## src/rtl/display_scan_ctrl.sv

```systemverilog
// Three-digit 7-segment sequencer: sequential binary-to-BCD conversion plus digit scan.
// Optional anode blanking guard at each digit switch enabled by defining BLANK_GUARD_EN.
module display_scan_ctrl #(
    parameter int SCAN_DIV  = 16667,
    parameter int GUARD_CYC = 64
) (
    input  logic       clk,
    input  logic       rst_n,
    input  logic       load,
    input  logic [6:0] value,
    input  logic       neg,
    output logic       busy,
    output logic       ovf,
    output logic [1:0] digit_idx,
    output logic [3:0] bcd_digit,
    output logic [3:0] bcd_tens,
    output logic       neg_out,
    output logic [2:0] an_n
);

    if (SCAN_DIV < 2 || SCAN_DIV > 65535 || GUARD_CYC >= SCAN_DIV) begin : g_param_err
        $error("display_scan_ctrl: illegal SCAN_DIV/GUARD_CYC");
    end

    typedef enum logic [1:0] {ST_IDLE, ST_CONV, ST_COMMIT} state_t;

    localparam logic [15:0] PRESC_LAST = 16'(SCAN_DIV - 1);

    state_t      state_q, state_d;
    logic [2:0]  step_q, step_d;
    logic [6:0]  shift_q, shift_d;
    logic [11:0] scratch_q, scratch_d;
    logic        neg_pend_q, neg_pend_d;
    logic        busy_q, busy_d;
    logic        ovf_q, ovf_d;
    logic        neg_q, neg_d;
    logic [3:0]  tens_q, tens_d;
    logic [3:0]  units_q, units_d;
    logic [3:0]  digit_q, digit_d;
    logic [1:0]  idx_q, idx_d;
    logic [2:0]  an_q, an_d;
    logic [15:0] presc_q, presc_d;
    logic        wrap;

`ifdef BLANK_GUARD_EN
    localparam logic [15:0] GUARD_LAST = 16'(GUARD_CYC - 1);
    localparam logic [2:0]  AN_RST     = 3'b111;
    logic [15:0] guard_q, guard_d;
`else
    localparam logic [2:0]  AN_RST     = 3'b110;
`endif

    function automatic logic [3:0] add3(input logic [3:0] nib);
        return (nib >= 4'd5) ? nib + 4'd3 : nib;
    endfunction

    // One double-dabble iteration over {hundreds, tens, units, binary}.
    function automatic logic [18:0] dabble_step(input logic [11:0] bcd, input logic [6:0] bin);
        return {add3(bcd[11:8]), add3(bcd[7:4]), add3(bcd[3:0]), bin} << 1;
    endfunction

    always_comb begin
        state_d    = state_q;
        step_d     = step_q;
        shift_d    = shift_q;
        scratch_d  = scratch_q;
        neg_pend_d = neg_pend_q;
        busy_d     = busy_q;
        ovf_d      = ovf_q;
        neg_d      = neg_q;
        tens_d     = tens_q;
        units_d    = units_q;

        case (state_q)
            ST_IDLE: begin
                if (load) begin
                    shift_d    = value;
                    neg_pend_d = neg;
                    scratch_d  = '0;
                    step_d     = '0;
                    busy_d     = 1'b1;
                    state_d    = ST_CONV;
                end
            end
            ST_CONV: begin
                {scratch_d, shift_d} = dabble_step(scratch_q, shift_q);
                step_d = step_q + 3'd1;
                if (step_q == 3'd6) state_d = ST_COMMIT;
            end
            ST_COMMIT: begin
                if (scratch_q[11:8] != 4'd0) begin
                    ovf_d   = 1'b1;
                    tens_d  = 4'd9;
                    units_d = 4'd9;
                end else begin
                    ovf_d   = 1'b0;
                    tens_d  = scratch_q[7:4];
                    units_d = scratch_q[3:0];
                end
                neg_d   = neg_pend_q;
                busy_d  = 1'b0;
                state_d = ST_IDLE;
            end
            default: begin
                busy_d  = 1'b0;
                state_d = ST_IDLE;
            end
        endcase

        // Scan runs free of the conversion FSM.
        wrap    = (presc_q == PRESC_LAST);
        presc_d = wrap ? 16'd0 : presc_q + 16'd1;
        idx_d   = idx_q;
        if (wrap) idx_d = (idx_q == 2'd2) ? 2'd0 : idx_q + 2'd1;

`ifdef BLANK_GUARD_EN
        guard_d = guard_q;
        if (wrap) begin
            guard_d = GUARD_LAST;
            an_d    = 3'b111;
        end else if (guard_q != 16'd0) begin
            guard_d = guard_q - 16'd1;
            an_d    = 3'b111;
        end else begin
            an_d    = ~(3'b001 << idx_q);
        end
`else
        an_d = ~(3'b001 << idx_d);
`endif

        case (idx_d)
            2'd2:    digit_d = units_d;
            2'd1:    digit_d = tens_d;
            default: digit_d = 4'd0;
        endcase
    end

    always_ff @(posedge clk) begin
        if (!rst_n) begin
            state_q <= ST_IDLE;
            step_q  <= '0;
            busy_q  <= 1'b0;
            ovf_q   <= 1'b0;
            neg_q   <= 1'b0;
            tens_q  <= '0;
            units_q <= '0;
            digit_q <= '0;
            idx_q   <= '0;
            an_q    <= AN_RST;
            presc_q <= '0;
`ifdef BLANK_GUARD_EN
            guard_q <= GUARD_LAST;
`endif
        end else begin
            state_q <= state_d;
            step_q  <= step_d;
            busy_q  <= busy_d;
            ovf_q   <= ovf_d;
            neg_q   <= neg_d;
            tens_q  <= tens_d;
            units_q <= units_d;
            digit_q <= digit_d;
            idx_q   <= idx_d;
            an_q    <= an_d;
            presc_q <= presc_d;
`ifdef BLANK_GUARD_EN
            guard_q <= guard_d;
`endif
        end
    end

    // Conversion scratch is only meaningful while the FSM owns it.
    always_ff @(posedge clk) begin
        shift_q    <= shift_d;
        scratch_q  <= scratch_d;
        neg_pend_q <= neg_pend_d;
    end

    assign busy      = busy_q;
    assign ovf       = ovf_q;
    assign digit_idx = idx_q;
    assign bcd_digit = digit_q;
    assign bcd_tens  = tens_q;
    assign neg_out   = neg_q;
    assign an_n      = an_q;

endmodule

```

## config.mk

```make
export PLATFORM = sky130hd
export DESIGN_NAME = display_scan_ctrl
export DESIGN_NICKNAME = d
export VERILOG_FILES = /design/src/rtl/display_scan_ctrl.sv
export SDC_FILE = /design/constraint.sdc
export NUM_CORES = 1
export LEC_CHECK = 0
export CORE_MARGIN = 8
export CORE_UTILIZATION = 30
export CTS_BUF_LIST = sky130_fd_sc_hd__clkbuf_8
export DETAILED_ROUTE_END_ITERATION = 6
export GPL_ROUTABILITY_DRIVEN = 0
export GPL_TIMING_DRIVEN = 0
export PLACE_DENSITY_LB_ADDON = 0.05
export SYNTH_ARGS = -nofsm -noshare
export SYNTH_HDL_FRONTEND = slang
export SYNTH_SLANG_ARGS = --single-unit
```

## constraint.sdc

```tcl
create_clock -name clk -period 2.2 [get_ports clk]
set_input_delay 0.44 -clock clk [delete_from_list [all_inputs] [get_ports clk]]
set_output_delay 0.44 -clock clk [all_outputs]
set_load 0.005 [all_outputs]
```

* Word-level counts from Yosys, hierarchy flattened
Index checks and enable logic that the tools add are counted.
Operators by class: add/subtract/negate cells 6, magnitude comparators 3, eq/ne operators 9, shift-type cells 1, multiplexer cells 22, bitwise operators 3, reductions and logical operators 8
Operators with widths (number):
- $mux 4 | 6
- $pmux 12 s2 | 1
- $add 16x1->16 const B | 1
- $eq 16x15->1 const B | 1
- $pmux 7 s2 | 1
- $ge 4x3->1 const B | 3
- $mux 12 | 1
- $add 4x2->4 const B | 2
- $mux 2 | 4
- $pmux 4 s2 | 1
- $reduce_and 2->1 | 4
- $mux 7 | 1
- $eq 2x2->1 const B | 3
- $mux 3 | 2
- $pmux 3 s2 | 1
- $eq 2x1->1 const B | 2
- $ne 2x2->1 const B | 2
- $pmux 2 s2 | 1
- $reduce_bool 4->1 | 1
- $add 3x1->3 const B | 1
- $add 3x2->3 const B | 1
- $eq 3x3->1 const B | 1
- $not 3->3 | 1
- $shl 1x2->3 const A | 1
- 7 further kinds | 9
Word-level totals: flip-flop bits (word level) 61, input port bits 11, output and inout bits 16

* Longest topological paths before layout
Gate-level depths: netlist of run 1.
word-level depth 5, depth in mapped cells 9, mapped depth without buffers 9

* Least setup slack after synthesis of run 1
OpenSTA, ideal clock, no wires.
path kind register -> register, from register presc_q[0], to register digit_q[0], in the netlist bcd_digit[0], setup time 0.070 ns, data arrival time 1.769 ns, required time 2.130 ns, path slack 0.361 ns, stages on the path, launching flop included 10, buffers on the path 0, clock period less this slack 1.839 ns, cell sequence dfxtp_1 -> inv_1 -> ha_1 -> nor4bb_1 -> nand4_1 -> mux2i_1 -> inv_1 -> ha_1 -> nand2b_1 -> a21oi_1
Between the ends: longest elaborated chain between the ends 4
RTL lines:
- start, declared | RTL line 42 | logic [15:0] presc_q, presc_d;
- start signal, assigned | RTL line 165 | presc_q <= presc_d;
- $eq 16x15->1 (*) | RTL line 111 | wrap = (presc_q == PRESC_LAST);
- $mux 2 (*) | RTL line 114 | if (wrap) idx_d = (idx_q == 2'd2) ? 2'd0 : idx_q + 2'd1;
- net idx_d[1] | RTL line 40 | logic [1:0] idx_q, idx_d;
- $eq 2x1->1 / $eq 2x2->1 (equally long branches) | RTL line 131 | case (idx_d)
- $pmux 4 s2 (*) | RTL line 131
- end signal, assigned | RTL line 162 | digit_q <= digit_d;
- end, declared | RTL line 39 | logic [3:0] digit_q, digit_d;
Mark *: on every way through the listed nets, which the timed path passes. The rest lies on a longest branch. A chain may end at the register's enable or synchronous reset.

* Worst setup path after layout of run 1
from register presc_q[1], to register digit_q[0], in the netlist bcd_digit[0]
Same word-level chain as after synthesis.

==> flow_metrics.env, run 1 <==
export IMPL_status="finished, final reports clean"
export IMPL_cts_buffers=9
export IMPL_p_leak_nw=1.206
export IMPL_n_fill_cell=940
export IMPL_cts_clk_slew_worst_paths_ns=0.07
export IMPL_ys_top_cells_by_area="dfxtp_1 30%, edfxtp_1 22%, ha_1 6.3%"
export IMPL_grt_pass1_vias=1883
export IMPL_synth_distinct_cells=40
export IMPL_finalMaxSlewViolations=0
export IMPL_final_area_um2=3381
export IMPL_overflow=0
export IMPL_clk_latency_ns=0.33
export IMPL_grt_usage=0.1008
export IMPL_max_slew_margin=0.4825
export IMPL_hold_violations=0
export IMPL_synth_seq_cells=61
export IMPL_die_area_um2=12540
export IMPL_cp_max_fo=4
export IMPL_htreeDepth=3
export IMPL_vias=1964
export IMPL_cp_data_arrival_time_ns=2.30
export IMPL_synthAdderAreaFrac=0.06341
export IMPL_first_iter_violations=77
export IMPL_dr_pass1_iters=4
export IMPL_hold_buffers=0
export IMPL_routedWlPerCell_um=14.01
export IMPL_hold_path_class="reg -> reg"
export IMPL_cpPeakStageDelay_ns=0.37
export IMPL_clock_power_share=0.375
export IMPL_pwr_share_seq=0.536
export IMPL_muxShareOfSynthArea=0.03170
export IMPL_fin_crit_sh=0.9277
export IMPL_port_buffers=26
export IMPL_min_period_ns=2.041
export IMPL_cts_buffer_depth=2
export IMPL_path_class="reg -> reg"
export IMPL_syn_to_final_growth_pct=22.37
export IMPL_cp_start_kind="flop"
export IMPL_cap_violations=0
export IMPL_async_reset_ff_frac=0
export IMPL_initial_utilization=0.3033
export IMPL_final_common_cell="dfxtp_1"
export IMPL_die_h_um=112.0
export IMPL_antenna_found_initial=0
export IMPL_synth_compound_area_share=0.09647
export IMPL_worst_pin_slew_ns=0.7753
export IMPL_post_route_drc_count=0
export IMPL_internal_power_w=0.001776
export IMPL_antenna_left=0
export IMPL_ys_seq_area_frac=0.5145
export IMPL_finalSetupViolations=0
export IMPL_yosysWarningCount=0
export IMPL_synth_simple_area_share=0.1916
export IMPL_synth_top_cell_area_share=0.2971
export IMPL_nets=333
export IMPL_path_cells="ha_1, nor4bb_1, nand4_1, buf_4, mux2i_4, inv_1, ha_1, nand2b_1, a21oi_1"
export IMPL_drt_wl_total_um=5939
export IMPL_core_area_um2=9109
export IMPL_reg2reg_slack_ns=0.16
export IMPL_synth_top_family_by_area="simple AND/OR/NAND/NOR gates"
export IMPL_synthesis_instances=269
export IMPL_syn_num_nets=294
export IMPL_die_w_um=112.0
export IMPL_hpwl_um=4059
export IMPL_grt_max_degree=20
export IMPL_layout_drive_gt1_share=0.1118
export IMPL_crit_slowest_cell="dfxtp_1"
export IMPL_synth_edf_count=20
export IMPL_synth_area_leader_cell="dfxtp_1"
export IMPL_fin_tns_setup_ns=0
export IMPL_diodes=0
export IMPL_num_rows=35
export IMPL_fin_skew_ns=0.006102
export IMPL_clock_sinks=61
export IMPL_comb_power_share=0.088
export IMPL_p_sw_w=0.0005858
export IMPL_root_buffer="clkbuf_8"
export IMPL_cpMostUsedCell="ha_1"
export IMPL_layout_common_cells="40 x dfxtp_1, 35 x nor2_1, 26 x clkdlybuf4s50_1"
export IMPL_viasPerCell=4.632
export IMPL_power_density_nw_per_um2=698.6
export IMPL_synth_xor_area_frac=0.06024
export IMPL_fmax_ghz=0.4900
export IMPL_yosys_most_used_dff="dfxtp_1"
export IMPL_grt_pass1_wl_um=9922
export IMPL_synth_area_um2=2763
export IMPL_cts_tree="done"
export IMPL_cp_required_ns=2.46
export IMPL_place_area_um2=3162
export IMPL_switching_share=0.2480
export IMPL_ir_worst_vdd_uv=299.7
export IMPL_cp_end_kind="flop"
export IMPL_syn_area_per_cell_um2=10.27
export IMPL_ios=27
[cell families (layout without fill, tap and decap cells)]
family | count (synthesis) | in the layout
mux | 8 | 8
xor+xnor | 19 | 19
flops | 61 | 61
compound gates | 39 | 39
fa+ha+maj | 14 | 14
simple gates | 103 | 103
buf+inv | 25 | 69
[critical path, delay by kind of cell, from the launching register on]
family | cells | cell delay [ns]
multiplexers | 1 | 0.22
flip-flops | 1 | 0.37
AO/OA/AOI/OAI | 1 | 0.18
AND/OR/NAND/NOR | 3 | 0.54
adder cells (fa/ha/maj) | 2 | 0.42
buffers and inverters | 2 | 0.25
[Yosys cell counts (all sizes together) (7+ instances only)]
library cell  instances
nor2                 35
dfxtp                41
a21oi                10
inv                  15
ha                   14
and2                  7
xnor2                16
edfxtp               20
nor2b                 8
nor3                  7
nand2                16
o21ai                 8
[power groups by stage]
stage / Clock [W] / Combinational (W) / Sequential (W)
finish: 0.000886 / 0.000209 / 0.00127
global route: 0.000978 / 0.000238 / 0.00127
CTS: 0.000919 / 0.000213 / 0.00127
detailed placement: 0 / 0.000212 / 0.00129
global placement: 0 / 0.000213 / 0.00129
floorplan: 0 / 0.000153 / 0.00128
[sequential cells by signal (all words and copies together), names as in the netlist, 2 cells and up]
| signal | cells |
|---|---|
| digit_idx | 2 |
| an_n | 3 |
| scratch_q | 12 |
| units_q | 4 |
| presc_q | 16 |
| state_q | 2 |
| shift_q | 7 |
| step_q | 3 |
| bcd_digit | 4 |
| bcd_tens | 4 |
[per-layer routing]
layer / wire, um / vias to the layer above / global-route usage
li1: - / 1003 / -
met1: 2952 / 938 / 0.1231
met2: 2716 / 18 / 0.1579
met5: 0 / - / 0
met4: 59 / 0 / 0.03237
met3: 210 / 5 / 0.04113
[timing repair]
action,CTS,global route
pin swaps,1,0
endpoints found under the setup margin,4,4
setup buffers,2,0
gates resized for setup,2,4
[metrics by stage]
stage	total power (W)	hold WS [ns]	util	setup WS (ns)	cells
2_1_floorplan	0.001429	0.4405	-	0.3611	269
3_3_place_gp	0.001505	0.4653	0.3471	-0.06127	406
3_5_place_dp	0.001503	0.4662	0.3471	-0.04665	406
4_1_cts	0.002399	0.4794	0.3684	0.05829	424
5_1_grt	0.002489	0.4857	0.3712	-0.004728	424
6_report	0.002362	0.4500	0.3712	0.1590	424
[area by class of cell]
| cell class | instances | area [um^2] | share of cell area |
|---|---|---|---|
| Clock inverter | 5 | 20.02 | 0.005922 |
| Multi-Input combinational cell | 183 | 1256 | 0.3716 |
| Timing Repair Buffer | 28 | 275.3 | 0.08142 |
| Tap cell | 111 | 138.9 | 0.04108 |
| Buffer | 10 | 60.06 | 0.01776 |
| Clock buffer | 11 | 151.4 | 0.04478 |
| Sequential cell | 61 | 1423 | 0.4208 |
| Inverter | 15 | 56.30 | 0.01665 |
[path summary, 6_finish.rpt]
path / startpoint / endpoint / depth (start not counted)
worst max-delay path: presc_q[1]$_SDFF_PP0_ / bcd_digit[0]$_SDFF_PN0_ / 9
worst max register to register: presc_q[1]$_SDFF_PP0_ / bcd_digit[0]$_SDFF_PN0_ / 9
worst min register to register: presc_q[0]$_SDFF_PP0_ / presc_q[0]$_SDFF_PP0_ / 1
worst min-delay path: presc_q[0]$_SDFF_PP0_ / presc_q[0]$_SDFF_PP0_ / 1
No activity file was read; power rests on OpenSTA's default activity.
==> run 2: changes to the inputs <==
Settings changed: CORE_MARGIN 8 to 2.
==> run 2 against run 1 <==
Clock skew increased by 0.0087 ns. Utilization increased by 1.2 points. Combinational power about the same. Via count decreased by 1.2%. Power increased by 15%. Global-route usage increased by 2.7 points. Final cell count unchanged. Routed wire length decreased by 3.4%. Sequential power about the same. Sequential cell count unchanged. Sequential share of layout area decreased by 1.0 points. Final area increased by 2.6%. Critical path type unchanged.
==> flow_metrics.env, run 2 (synthesis gave the netlist of run 1 again) <==
export IMPL_path_class="reg -> reg"
export IMPL_cp_start_kind="flop"
export IMPL_post_route_drc_count=0
export IMPL_critPathTopFamily="simple AND/OR/NAND/NOR gates"
export IMPL_die_h_um=99.96
export IMPL_crit_buf_inv=3
export IMPL_grt_most_used_layer="met2"
export IMPL_initial_utilization=0.3048
export IMPL_antenna_found_initial=0
export IMPL_antenna_left=0
export IMPL_root_buffer="clkbuf_8"
export IMPL_routedWlPerCell_um=13.53
export IMPL_cts_clk_slew_worst_paths_ns=0.08
export IMPL_clk_latency_ns=0.35
export IMPL_met1_usage=0.1656
export IMPL_status="finished, final reports clean"
export IMPL_grt_use_met3=0.04387
export IMPL_cts_buffers=9
export IMPL_reg_largest_list="presc_q: 16 flops, scratch_q: 12 flops, shift_q: 7 flops"
export IMPL_hold_path_class="reg -> reg"
export IMPL_grt_pass1_vias=1960
export IMPL_cp_required_ns=2.47
export IMPL_grt_use_met2=0.2011
export IMPL_first_iter_violations=56
export IMPL_p_leak_nw=1.226
export IMPL_switching_share=0.2329
export IMPL_ios=27
export IMPL_total_power_w=0.002715
export IMPL_fin_skew_ns=0.01479
export IMPL_pwr_share_seq=0.467
export IMPL_syn_to_final_growth_pct=25.59
export IMPL_hold_slack_ns=0.4517
export IMPL_fin_crit_sh=0.9456
export IMPL_hpwl_um=3947
export IMPL_dp_cells=406
export IMPL_finalSetupViolations=0
export IMPL_min_period_ns=2.080
export IMPL_hold_buffers=0
export IMPL_post_place_ws_ns=-0.05311
export IMPL_overflow=0
export IMPL_viasPerCell=4.578
export IMPL_htreeDepth=3
export IMPL_cp_data_arrival_time_ns=2.35
export IMPL_top_register="presc_q"
export IMPL_internal_power_w=0.002083
export IMPL_comb_power_share=0.078
export IMPL_die_area_um2=9992
export IMPL_worst_pin_slew_ns=0.7796
export IMPL_final_area_um2=3470
export IMPL_num_rows=35
export IMPL_hold_violations=0
export IMPL_core_area_um2=9065
export IMPL_cpPeakStageDelay_ns=0.36
export IMPL_crit_slowest_cell="dfxtp_2"
export IMPL_cts_tree="done"
export IMPL_cp_max_fo=5
export IMPL_clock_sinks=61
export IMPL_vias=1941
export IMPL_port_buffers=26
export IMPL_place_area_um2=3162
export IMPL_path_cells="inv_1, ha_1, nor4bb_2, nand4_1, buf_4, mux2i_4, inv_1, ha_2, nand2b_1, a21oi_1"
export IMPL_max_slew_margin=0.4797
export IMPL_fin_cells=424
export IMPL_diodes=0
export IMPL_cpMostUsedCell="inv_1"
export IMPL_nets=333
export IMPL_power_density_nw_per_um2=782.5
export IMPL_layout_common_cells="39 x dfxtp_1, 35 x nor2_1, 26 x clkdlybuf4s50_1"
export IMPL_grt_pass1_wl_um=9694
export IMPL_drt_wl_total_um=5736
export IMPL_cts_buffer_depth=2
export IMPL_finalMaxSlewViolations=0
export IMPL_layout_drive_gt1_share=0.1374
export IMPL_setup_ws_ns=0.1197
export IMPL_die_w_um=99.96
export IMPL_final_common_cell="dfxtp_1"
export IMPL_cap_violations=0
export IMPL_grt_usage=0.1274
export IMPL_fmax_ghz=0.4807
export IMPL_largest_reg_flops=16
export IMPL_clock_power_share=0.456
export IMPL_p_sw_w=0.0006324
export IMPL_cp_end_kind="flop"
export IMPL_dr_pass1_iters=4
export IMPL_ir_worst_vdd_uv=308.5
export IMPL_grt_max_degree=20
-- run 2: cell count changes in the layout (fill, tap and decap cells not counted), sizes merged --
cell / delta
clkbuf: -2
bufinv: +3
inv: -1
-- run 2: final timing paths --
kind / cells past startpoint / slack, ns / to / start
max: 10 / 0.12 / bcd_digit[3]$_SDFF_PN0_ / presc_q[0]$_SDFF_PP0_
min: 1 / 0.45 / presc_q[0]$_SDFF_PP0_ / presc_q[0]$_SDFF_PP0_
max reg2reg: 10 / 0.12 / bcd_digit[3]$_SDFF_PN0_ / presc_q[0]$_SDFF_PP0_
min reg2reg: 1 / 0.45 / presc_q[0]$_SDFF_PP0_ / presc_q[0]$_SDFF_PP0_
-- run 2: layout make-up --
cell class                      count  area, um^2
Multi-Input combinational cell    183        1271
Timing Repair Buffer               28       275.3
Tap cell                          111       138.9
Buffer                             10       60.06
Sequential cell                    61        1424
Fill cell                         917        5595
Clock buffer                        9       123.9
Clock inverter                      7       120.1
Inverter                           15       56.30
-- run 2: power groups by stage --
stage	logic [W]	registers, W	clock network, W
after CTS	0.000217	0.00127	0.00127
after global placement	0.000211	0.00129	0
after detailed placement	0.000215	0.00129	0
after global routing	0.000243	0.00128	0.00132
after floorplan	0.000153	0.00128	0
final	0.000210	0.00127	0.00124
-- run 2: worst register-to-register path, stage by stage (launching register included) --
cell,delay [ns]
dfxtp_2,0.36
inv_1,0.06
ha_1,0.19
nor4bb_2,0.17
nand4_1,0.10
buf_4,0.16
mux2i_4,0.27
inv_1,0.07
ha_2,0.24
nand2b_1,0.22
a21oi_1,0.18
-- run 2: repair_timing --
| action | CTS | global route |
|---|---|---|
| resized for setup | 2 | 8 |
| buffers inserted | 2 | 0 |
| pin swaps | 1 | 0 |
| endpoints found under the setup margin | 2 | 4 |
-- run 2: per-layer routing --
layer  vias up  wire, um
met4         0        69
met1       906      2815
li1       1010         -
met3         6       157
met2        19      2694
met5         -         0
-- run 2: stage by stage --
step           utilization   TNS (ns)
2_1_floorplan            -          0
3_3_place_gp        0.3488   -0.01495
3_5_place_dp        0.3488   -0.07637
4_1_cts             0.3782          0
5_1_grt             0.3827  -0.009885
6_report            0.3827          0
